## src/rtl/relm_push_arb.sv

```systemverilog
// relm_push_arb: round-robin arbiter sharing one push-port device among NREQ
// relm push ports. Each requester owns a one-entry holding slot; the device
// sees one registered {strobe, data} word plus the owning requester index.

// One requester's holding slot: captures a push when empty and reports a
// retry when a push arrives while still occupied.
module relm_push_slot #(
  parameter int WD = 32
) (
  input  logic          clk,
  input  logic          rst_n,
  input  logic          stb_i,
  input  logic [WD-1:0] data_i,
  input  logic          clr_i,
  output logic          full_o,
  output logic [WD-1:0] hold_o,
  output logic          retry_o
);
  logic          full_q;
  logic [WD-1:0] hold_q;

  // Accept into an empty slot, or release on grant. A grant needs full_q set,
  // so both can never apply to the same slot in one cycle.
  always_ff @(posedge clk or negedge rst_n) begin
    if (!rst_n) begin
      full_q <= 1'b0;
      hold_q <= '0;
    end else if (stb_i && !full_q) begin
      full_q <= 1'b1;
      hold_q <= data_i;
    end else if (clr_i) begin
      full_q <= 1'b0;
    end
  end

  // Retry looks only at the registered occupancy, so a slot draining this
  // cycle still refuses this cycle's push.
  assign retry_o = stb_i & full_q;
  assign full_o  = full_q;
  assign hold_o  = hold_q;
endmodule

module relm_push_arb #(
  parameter int WD   = 32,
  parameter int NREQ = 3,
  parameter int WSEL = 3
) (
  input  logic                     clk,
  input  logic                     rst_n,
  input  logic [NREQ*(WD+1)-1:0]   push_in,
  output logic [NREQ-1:0]          retry_out,
  output logic [NREQ-1:0]          busy_out,
  output logic [WD:0]              dev_out,
  output logic [WSEL-1:0]          dev_id_out,
  input  logic                     dev_retry_in
);
  logic [NREQ-1:0]         full;
  logic [NREQ-1:0][WD-1:0] hold;
  logic [NREQ-1:0]         gnt_oh;
  logic [NREQ-1:0]         ge_mask;
  logic [NREQ-1:0]         cand;
  logic [WSEL-1:0]         gnt_idx;
  logic [WSEL-1:0]         gnt_ptr;
  logic [WD-1:0]           gnt_data;
  logic                    found;
  logic                    consumed;
  logic                    load;

  logic                    ov_q;
  logic [WD-1:0]           od_q;
  logic [WSEL-1:0]         oid_q;
  logic [WSEL-1:0]         ptr_q;

  assign consumed = ov_q & ~dev_retry_in;
  assign load     = (~ov_q | consumed) & (|full);

  for (genvar i = 0; i < NREQ; i++) begin : g_slot
    relm_push_slot #(.WD(WD)) u_slot (
      .clk     (clk),
      .rst_n   (rst_n),
      .stb_i   (push_in[(WD+1)*i+WD]),
      .data_i  (push_in[(WD+1)*i +: WD]),
      .clr_i   (load & gnt_oh[i]),
      .full_o  (full[i]),
      .hold_o  (hold[i]),
      .retry_o (retry_out[i])
    );
  end

  // Circular search from ptr: prefer full slots at or above ptr, otherwise
  // wrap to the lowest full slot.
  always_comb begin
    ge_mask = '0;
    for (int i = 0; i < NREQ; i++) ge_mask[i] = (i >= int'(ptr_q));
    cand     = (|(full & ge_mask)) ? (full & ge_mask) : full;
    gnt_oh   = '0;
    gnt_idx  = '0;
    gnt_ptr  = '0;
    gnt_data = '0;
    found    = 1'b0;
    for (int i = 0; i < NREQ; i++) begin
      if (cand[i] && !found) begin
        found     = 1'b1;
        gnt_oh[i] = 1'b1;
        gnt_idx   = WSEL'(i);
        gnt_ptr   = (i + 1 == NREQ) ? '0 : WSEL'(i + 1);
        gnt_data  = hold[i];
      end
    end
  end

  // Output stage: load the granted word when free or just consumed; a refused
  // word holds everything, including the round-robin pointer.
  always_ff @(posedge clk or negedge rst_n) begin
    if (!rst_n) begin
      ov_q  <= 1'b0;
      od_q  <= '0;
      oid_q <= '0;
      ptr_q <= '0;
    end else if (load) begin
      ov_q  <= 1'b1;
      od_q  <= gnt_data;
      oid_q <= gnt_idx;
      ptr_q <= gnt_ptr;
    end else if (consumed) begin
      ov_q  <= 1'b0;
    end
  end

  assign dev_out    = {ov_q, od_q};
  assign dev_id_out = oid_q;
  assign busy_out   = full;
endmodule

```

## config.mk

```make
export PLATFORM = sky130hd
export DESIGN_NAME = relm_push_arb
export DESIGN_NICKNAME = d
export VERILOG_FILES = /design/src/rtl/relm_push_arb.sv
export SDC_FILE = /design/constraint.sdc
export NUM_CORES = 1
export LEC_CHECK = 0
export ABC_CLOCK_PERIOD_IN_PS = 2900
export CORE_MARGIN = 1.5
export CORE_UTILIZATION = 49
export DETAILED_ROUTE_END_ITERATION = 10
export MAX_ROUTING_LAYER = met4
export PLACE_DENSITY = 0.79
export SLEW_MARGIN = 20
export SYNTH_ARGS = -nofsm -noshare
export SYNTH_HDL_FRONTEND = slang
export SYNTH_HIERARCHICAL = 1
export SYNTH_SLANG_ARGS = --single-unit
```

## constraint.sdc

```tcl
create_clock -name clk -period 2.9 [get_ports clk]
set_input_delay 0.435 -clock clk [delete_from_list [all_inputs] [get_ports clk]]
set_output_delay 0.435 -clock clk [all_outputs]
set_load 0.02 [all_outputs]
```

-- Word-level counts from Yosys, hierarchy flattened
Cells that the tools add are included.
- $add $sub $neg: 0
- shifts and indexed selects: 0
- bitwise gates (word level): 12
- muxes and demuxes: 21
- equal/unequal tests: 0
- magnitude comparators: 3
- reductions and logical operators: 16
- multiply operators: 0
- divide/modulo/power cells: 0
- operators with widths (cell ; count):
    $mux 32 ; 3
    $mux 1 ; 14
    $mux 3 ; 3
    $and 1x1->1 ; 8
    $reduce_bool 2->1 ; 4
    $ge 1x3->1 const A ; 2
    $reduce_or 3->1 ; 2
    $logic_and 1x1->1 ; 5
    $logic_not 1->1 ; 5
    $and 3x3->3 ; 1
    $ge 2x3->1 const A ; 1
    $mux 2 ; 1
    $not 1->1 ; 2
    $or 1x1->1 ; 1
- output and inout port bits: 42
- logic and storage cells: 62
- memories: 0
- bits in read-only memories: 0
- latch bits: 0
- memory bits (writable): 0
- register bits: 138

-- Depth between registers and ports, before layout
Gate-level depths: netlist (run 1).
- depth after elaboration: 14
- mapped depth: 6
- depth with buffers taken out: 4

-- Hierarchy
The synthesis (run 1) kept the hierarchy.
- by module, submodules not included (module ; times used ; cells an instance ; seq. area each (um^2) ; area an instance (um^2)):
    relm_push_slot ; 3 ; 73 ; 825.8 ; 1387.6
    relm_push_arb ; 1 ; 209 ; 900.9 ; 1941.9

-- Worst setup path after synthesis (run 1)
Ideal clock, no wire load.
- kind: reg2reg
- start: register g_slot[2].u_slot.full_q
- end: register g_slot[0].u_slot.full_q
- slack: 1.266 ns
- arrival time: 1.492 ns
- period minus slack after synthesis: 1.634 ns
- data required time: 2.758 ns
- cell stages (with the launch flop): 6
- library setup time: 0.142 ns
- path buffers: 1
- path through: dfrtp_1 nor3_1 a21oi_2 buf_2 and2_1 a21oi_1
- word-level cells in the longest chain between the ends: 6
- ends and longest elaborated chain (item ; line ; RTL):
    start: declaration ; 19 ; logic full_q;
    start signal: assignment ; 26 ; full_q <= 1'b0;
    start signal: assignment ; 29 ; full_q <= 1'b1;
    start signal: assignment ; 32 ; full_q <= 1'b0;
    $and 3x3->3 ; 95 ; cand = (|(full & ge_mask)) ? (full & ge_mask) : full;
    $reduce_or 3->1 ; 95 ;
    $mux 3 ; 95 ;
    $mux 1 ; 102 ; if (cand[i] && !found) begin
    $and 1x1->1 (*) ; 83 ; .clr_i (load & gnt_oh[i]),
    $reduce_bool 2->1 (no source line) (*) ; n/a ;
    end signal: assignment ; 26 ;
    end signal: assignment ; 29 ;
    end signal: assignment ; 32 ;
    end: declaration ; 19 ;
Every way passes the cells marked *; elsewhere a longest branch is shown, timed or not.
A chain may end at the register's enable or synchronous reset.

-- Worst setup path after layout (run 1)
- start: register g_slot[2].u_slot.full_q
- end: output retry_out[2]
- word-level cells in the longest chain between the ends: 1
- ends and longest elaborated chain (item ; line ; RTL):
    $and 1x1->1 ; 38 ; assign retry_o = stb_i & full_q;
    end: declaration ; 51 ; output logic [NREQ-1:0] retry_out,
No other way between the ends.

==> results.md, run 1 <==
- The flow ran to the end, and the final reports show no timing, DRC or antenna violations.
- The number of I/O pins is 144.
- The reg2reg setup slack is 860 ps.
- The number of buffers inserted by post-CTS setup repair is 0.
- For this configuration, the core starts out at a cell density of 50.61%.
- The first detailed-routing pass took 4 iterations.
- The number of global-route vias before repair is 4348.
- The area added between synthesis and finish is 34.54%.
- The clock root buffer master is clkbuf_16.
- For this design the static power due to leakage is 3.558 nW.
- The slew of the pin with the lowest slew margin is 770.3 ps.
- Global routing finished with a remaining overflow of 0.
- The final period demand of the worst path is 2343 ps.
- The mean area per synthesized cell is 14.26 um^2.
- Counting flops with a built-in enable in the synthesized netlist gives 0.
- The kind of path behind the tightest hold check is input pin to async pin.
- The worst register-to-register path begins at dev_id_out[0]$_DFFE_PN0P_.
- The final layout contains 670 nets.
- The first routing iteration left 286 violations.
- The placer's final routability congestion estimate is 0.8012.
- After technology mapping, the gate count stands at 428.
- Of the synthesized area, sequential elements account for 55.34%.
- Gates resized during post-CTS repair numbered 0.
- The proportion of layout cells with a drive suffix above 1 is 25.99%.
- The number of pins with negative max-slew slack in the final report came to 0.
- When the netlist entered floorplanning its net count stood at 530.
- The estimated wirelength of the detail-placed design is 9344 um.
- The timing-limited maximum frequency is 0.4267 GHz.
- The number of antenna violations at the first check in global routing came to 0.
- TritonCTS built the clock tree.
- The flip-flop cell with the highest count after synthesis is dfrtp_1.
- After synthesis the netlist holds a flip-flop and latch count of 135.
- Among all cell types in the netlist, the one instantiated most often is dfrtp_1.
- The core region is 12060 um^2.
- The completed layout was analyzed and its total power is 9.664 mW.
- The data arrival at the endpoint of the critical path is 1910 ps.
- In this run the tool buffered the top-level ports with 142 buffer cells.
- Setup violations remaining at the end of the flow were counted as 0.
- The setup TNS is 0 ps.
- The share of the clock period used by the worst path after layout is 80.81%.
- met2 is the most crowded layer.
- STA classifies the critical path startpoint as a flip-flop.
- Dividing total power by cell area gives a power density of 1177 nW/um^2.
- Summed over its instances, the top area cell type makes up 55.34% of the synthesized netlist area.
- The maximum number of pins on one net before global-route repair is 77.
- The width of the die is 114.6 um.
- Summed over all instances, the cell type with the most area after synthesis is dfrtp_1.
- The vias per cell is 5.319.
- The antenna violation net count after detailed routing is 0.
- For this run, design rule violations remaining after detail routing come to 0.
- The synthesized netlist contains 29 unique library cells.
- Once layout is complete, the utilization of the core stands at 68.09%.
- The first-pass GRT wire length is 22800 um.
- The commonest cells after synthesis are 135 x dfrtp_1, 90 x mux2_4, 69 x a21oi_1.
- The worst vdd rail ir drop is 0.0006749 V.
- In the global route stage, overall resource usage came out at 23.89%.
- Global routing consumed, on the met2 layer, 37.05% of the routing resources.
- After detailed routing, the average wire length per cell comes to 19.24 um.
- The later-pin clock latency in the skew report is 420 ps.
- Setup repair after global routing left no endpoint under its margin.
- The number of antenna diodes is 0.
- The clock passes through at most 2 buffers.
- The Yosys step of the flow raised 6 warnings.
- The endpoint of the worst setup timing path is retry_out[2].
- The die covers 13140 um^2.
- The count of hold-fix buffers inserted at cts is 0.
- The proportion of register bits with asynchronous set or reset after synthesis is 100.0%.
- The critical path is of the flip-flop to output port type.
- The count of endpoints failing hold in the final timing report is 0.
- Tracing the worst setup path back leads to its startpoint at g_slot[2].u_slot/full_o$_DFFE_PN0P_.
- The height of the chip is 114.6 um.
- The wire length reported by the detailed router is 14410 um.
- The endpoint identified for the worst register-to-register timing path is g_slot[1].u_slot/full_o$_DFFE_PN0P_.
- The met1 layer usage reported by global route is 31.32%.
- The number of vias in the routed layout is 3984.
- The netlist area before placement is 6105 um^2.
- Yosys attributes the largest share of cell area to dfrtp_1 55%, mux2_4 22%, a21oi_1 5.7%, a22oi_1 3.8%, nor2_1 2.2%.
- The worst setup path is captured at an output port.
- For met3 alone, demand over resource in global routing was 6.194%.
- The number of sinks handled by clock tree synthesis is 135.
- Clock-pin slew was measured on the worst setup and hold paths at 60 ps.
- Measured against its own limit, the worst slew margin works out to 48.64%.
- STA puts the critical path data required time at 2470 ps.
- The biggest fanout along the worst timing path is 10.
- After floorplanning, the core was divided into 40 placement rows.
- The number of clock buffers inserted by TritonCTS is 17.
- The depth of the worst register-to-register path is 5.
- Max-cap violations in this run came to 0.
- The clock skew is 6.352 ps.
- The H-tree depth is 4.
==> area by class of cell <==
cell class | instances | area [um^2]
sequential | 135 | 3378
multi-input combinational | 260 | 2407
clock inverter | 6 | 85.08
tap | 168 | 210.2
fill | 834 | 3849
inverter | 2 | 7.507
timing repair buffer | 152 | 1585
clock buffer | 26 | 539.3
==> through the flow <==
| step | setup WS, ps | cell area (um^2) | std cells | hold WS (ps) |
|---|---|---|---|---|
| final | 556.6 | 8213 | 749 | 32.53 |
| after global routing | 497.2 | 8213 | 749 | 83.23 |
| after CTS | 557.4 | 8213 | 749 | 58.87 |
| after detailed placement | 727.7 | 7589 | 717 | 485.5 |
| after global placement | 736.9 | 7589 | 717 | 476.6 |
| after floorplan | 1266 | 6105 | 428 | 139.4 |
==> report_power, final <==
group	internal (mW)	switching, mW	leakage (nW)
registers	2.85	0.648	1.59
clock network	1.45	0.777	0.305
logic	2.22	1.72	1.67
total	6.52	3.14	3.56
==> critical path: stages, from the launching register on <==
cell,delay [ps]
dfrtp_1,650
and2_2,250
clkdlybuf4s50_1,600
==> worst min-delay path by stage <==
stage               depth (start not counted)                                       to  slack, ps
floorplan                                   0                dev_id_out[0]$_DFFE_PN0P_        140
global placement                            1                dev_id_out[1]$_DFFE_PN0P_        480
detailed placement                          1                dev_id_out[1]$_DFFE_PN0P_        490
CTS                                         1  g_slot[0].u_slot/hold_o[17]$_DFFE_PN0P_         60
global route                                1  g_slot[0].u_slot/hold_o[17]$_DFFE_PN0P_         80
finish                                      1  g_slot[0].u_slot/hold_o[17]$_DFFE_PN0P_         30
==> registers in the layout, summed over array words and instances (netlist names) <==
signal and cells:
g_slot.u_slot/full_o 3, dev_id_out 2, ptr_q 1, g_slot.u_slot/hold_o 96, ov_q 1, od_q 32
==> kinds of logic after synthesis <==
family / after synthesis / synth area share (%)
xor+xnor: 1 / 0.1435
mux: 97 / 23.41
flops: 135 / 55.34
simple gates: 52 / 3.997
compound gates: 109 / 11.33
other cells: 1 / 0.06143
buf+inv: 33 / 5.718
==> cell usage in the layout (no fill, tap or decap), types with 3 or more instances in the layout <==
cell	instances
clkdlybuf4s50_1	141
dfrtp_1	135
mux2_4	90
a21oi_1	69
nor2_1	36
a22oi_1	31
clkbuf_16	17
clkbuf_8	8
buf_12	7
mux2_2	6
nor2b_4	4
a21o_1	4
and2_1	3
and2_2	3
buf_4	3
==> per-layer routing <==
metal / wire, um / vias up
li1: - / 1801
met1: 6526 / 2040
met2: 7031 / 134
met3: 720 / 9
met4: 131 / 0
met5: 0 / -
Note: power is estimated with default switching activity, not from simulation.
==> run 2, diff against run 1 <==
Settings changed: ABC_CLOCK_PERIOD_IN_PS 2900 to 2000, CORE_UTILIZATION 49 to 45, PLACE_DENSITY 0.79 to 0.76.
Clock period 2.9 ns to 2 ns, I/O delays scaled along.
==> run 2 against run 1 <==
Compared with the run above:
- final area grew 0.90%
- total power grew 45%
- worst hold slack gained 360 ps
- utilization shrank 5.5 points
- non-clock buffer count increased by 11
- critical path depth unchanged
- via count rose by 1.1%
- global-route usage shrank 2.5 points
==> results.md, run 2 (same netlist as run 1, synthesis figures left out) <==
- The reported max-cap violation count is 0.
- The proportion of total power due to net switching is 32.67%.
- The delay of the slowest critical-path stage is 590 ps.
- The cell area reported after detailed placement is 7684 um^2.
- The H-tree was split into 4 levels.
- Clock skew on the completed layout was measured at 7.708 ps.
- The number of global-route vias before repair is 4242.
- The global-route total usage across every layer is 21.41%.
- TritonCTS built the clock tree.
- The mean routed wirelength per cell is 18.58 um.
- The clock share of power is 21.7%.
- The ratio of total power to cell area is 1687 nW/um^2.
- From synthesis to final layout, the design area changed by 35.75%.
- The analysis attributes to net switching a power of 4.567 mW.
- The count of endpoints failing hold in the final timing report is 0.
- The library cell used most frequently in the layout, excluding fill and tap cells, is clkdlybuf4s50_1.
- The critical register-to-register path startpoint is dev_id_out[0]$_DFFE_PN0P_.
- In this run the worst hold path is classified as input pin to async pin.
- Routability-driven placement finished with a final weighted congestion of 0.7654.
- Using the TritonRoute via totals, the vias-per-cell ratio works out to 5.250.
- The number of flip-flops in the largest register is 96.
- The final period demand of the worst path is 1936 ps.
- After layout, the worst path uses 96.78% of the clock period.
- The count of endpoints failing setup in the final report is 0.
- In this run the horizontal extent of the chip is 119.5 um.
- The data arrival at the endpoint of the critical path is 1640 ps.
- The detailed-route DRC error count is 0.
- The number of sinks handled by clock tree synthesis is 135.
- The type of destination of the critical path is an output port.
- The timing-limited maximum frequency is 0.5167 GHz.
- The worst vdd rail ir drop is 0.0007530 V.
- The internal power of the cells totals 9.412 mW.
- The number of antenna violations at the first check in global routing is 0.
- The critical setup path kind is flip-flop to output port.
- The height of the chip is 119.5 um.
- Data on the critical path is required at its endpoint by 1700 ps.
- The area of all placed cells without fillers is 8287 um^2.
- The number of fill cells in the layout is 1013.
- The length of the first detailed-routing pass in iterations is 4.
- The number of nets at the end of the flow is 681.
- On the critical path, the stage with the largest delay is an instance of clkdlybuf4s50_1.
- The clock root buffer master is clkbuf_16.
- The timing startpoint of the critical path is g_slot[0].u_slot/full_o$_DFFE_PN0P_.
- The wire length reported by the detailed router is 14250 um.
- The cell leakage power is 3.586 nW.
- The element type at the critical path start is a flip-flop.
- Cells with a size suffix above 1 make up 27.24% of the layout.
- The first-pass GRT wire length is 22820 um.
- The maximum number of pins on one net before global-route repair is 49.
- The starting density of the core is 46.10%.
- The combinational share of power is 42.4%.
- Of all nets on the critical path, the largest fanout is 7.
- The clock passes through at most 2 buffers.
- The run finished with clean final reports.
- The standard cell core area is 13240 um^2.
- Setup repair after global routing left no endpoint under its margin.
- The final worst-path setup slack is 64.50 ps.
- In the layout the commonest cells are 140 x clkdlybuf4s50_1, 132 x dfrtp_1, 90 x mux2_4.
- Before CTS, the worst setup slack after placement is 142.5 ps.
- For this design the top-level I/O count stands at 144.
- The antenna violation net count after detailed routing is 0.
- The floorplan has 42 rows.
- For the worst-skew pair, the clock arrives at the later sink with an insertion delay of 410 ps.
- The first routing iteration left 251 violations.
- For this run the aggregate overflow at the end of global routing stands at 0.
- The clock-pin slew of the registers on the worst-case setup and hold paths is 50 ps.
- The critical path goes through and2_2, clkdlybuf4s50_1.
- The HPWL after detailed placement is 9446 um.
- Sequential cells account for 36.0% of the total power.
- The number of vias in the routed layout is 4027.
- The die area is 14270 um^2.
- The number of pins with negative max-slew slack in the final report is 0.
- Adding up every negative setup slack in the final design gives 0 ps.
- The number of antenna diodes is 0.
- The number of clock buffers inserted by TritonCTS is 17.
- The number of cells in the design after placement is 733.
- The number of non-filler instances in the completed layout is 767.
- The number of port buffers is 142.
run 2: cell types whose count changed in the layout (fill, tap and decap cells not counted):
cell	before	now
dlygate4sd2_1	0	1
clkinv_2	2	3
dfrtp_1	135	132
buf_4	3	11
dfrtp_2	0	3
clkbuf_8	8	3
dlygate4sd3_1	0	1
clkinvlp_4	2	3
clkbuf_1	1	3
clkdlybuf4s50_1	141	140
buf_12	7	9
run 2: critical path: cells and delay by family (launching register included):
kind / cells / cell delay (ps)
buffers and inverters: 1 / 590
DFF: 1 / 460
and+or+nand+nor: 1 / 170
run 2: area by class of cell:
| class | instances | area, um^2 | area share (%) |
|---|---|---|---|
| clock inverters | 8 | 97.59 | 1.178 |
| flip-flops and latches | 135 | 3382 | 40.81 |
| clock buffers | 23 | 478.0 | 5.768 |
| multi-input cells | 260 | 2407 | 29.05 |
| inverters | 2 | 7.507 | 0.09059 |
| well taps | 176 | 220.2 | 2.657 |
| repair buffers | 163 | 1694 | 20.44 |
run 2: through the flow:
stage	hold WS, ps	util [%]	power, mW
4_1_cts	390.4	62.46	14.05
6_report	393.4	62.58	13.98
3_3_place_gp	263.5	58.02	10.68
2_1_floorplan	4.409	-	9.015
3_5_place_dp	268.4	58.02	10.90
5_1_grt	429.6	62.58	14.70
run 2: power by group through the flow:
stage | clock network [mW] | registers [mW] | logic, mW
after global routing | 3.22 | 5.18 | 6.30
after global placement | 0 | 4.99 | 5.69
after floorplan | 0 | 5.27 | 3.74
after detailed placement | 0 | 5.06 | 5.84
final | 3.03 | 5.03 | 5.92
after CTS | 3.09 | 5.05 | 5.91
run 2: worst paths after layout:
kind	endpoint	slack, ps	cells past startpoint
max in group asynchronous	g_slot[1].u_slot/full_o$_DFFE_PN0P_	990	3
max	retry_out[0]	60	2
max reg2reg	od_q[4]$_DFFE_PN0P_	170	5
min reg2reg	dev_id_out[1]$_DFFE_PN0P_	490	1
min	g_slot[2].u_slot/hold_o[11]$_DFFE_PN0P_	390	2
min in group clk	dev_id_out[1]$_DFFE_PN0P_	490	1
run 2: per-layer routing:
layer  vias up  part of all wire [%]  GRT usage [%]
met5         -                     0              -
met1      2055                    44          27.33
met3        18                   5.9          5.747
li1       1824                     -              -
met4         0                   1.2          6.920
met2       130                    49          33.37
run 2: what timing repair did:
| item | CTS | global route |
|---|---|---|
| buffers inserted | 0 | 2 |
| hold buffers | 1 | 0 |
| gates resized for setup | 4 | 0 |
| endpoints found under the setup margin | 4 | 1 |
| endpoints found under the hold margin | 46 | 0 |
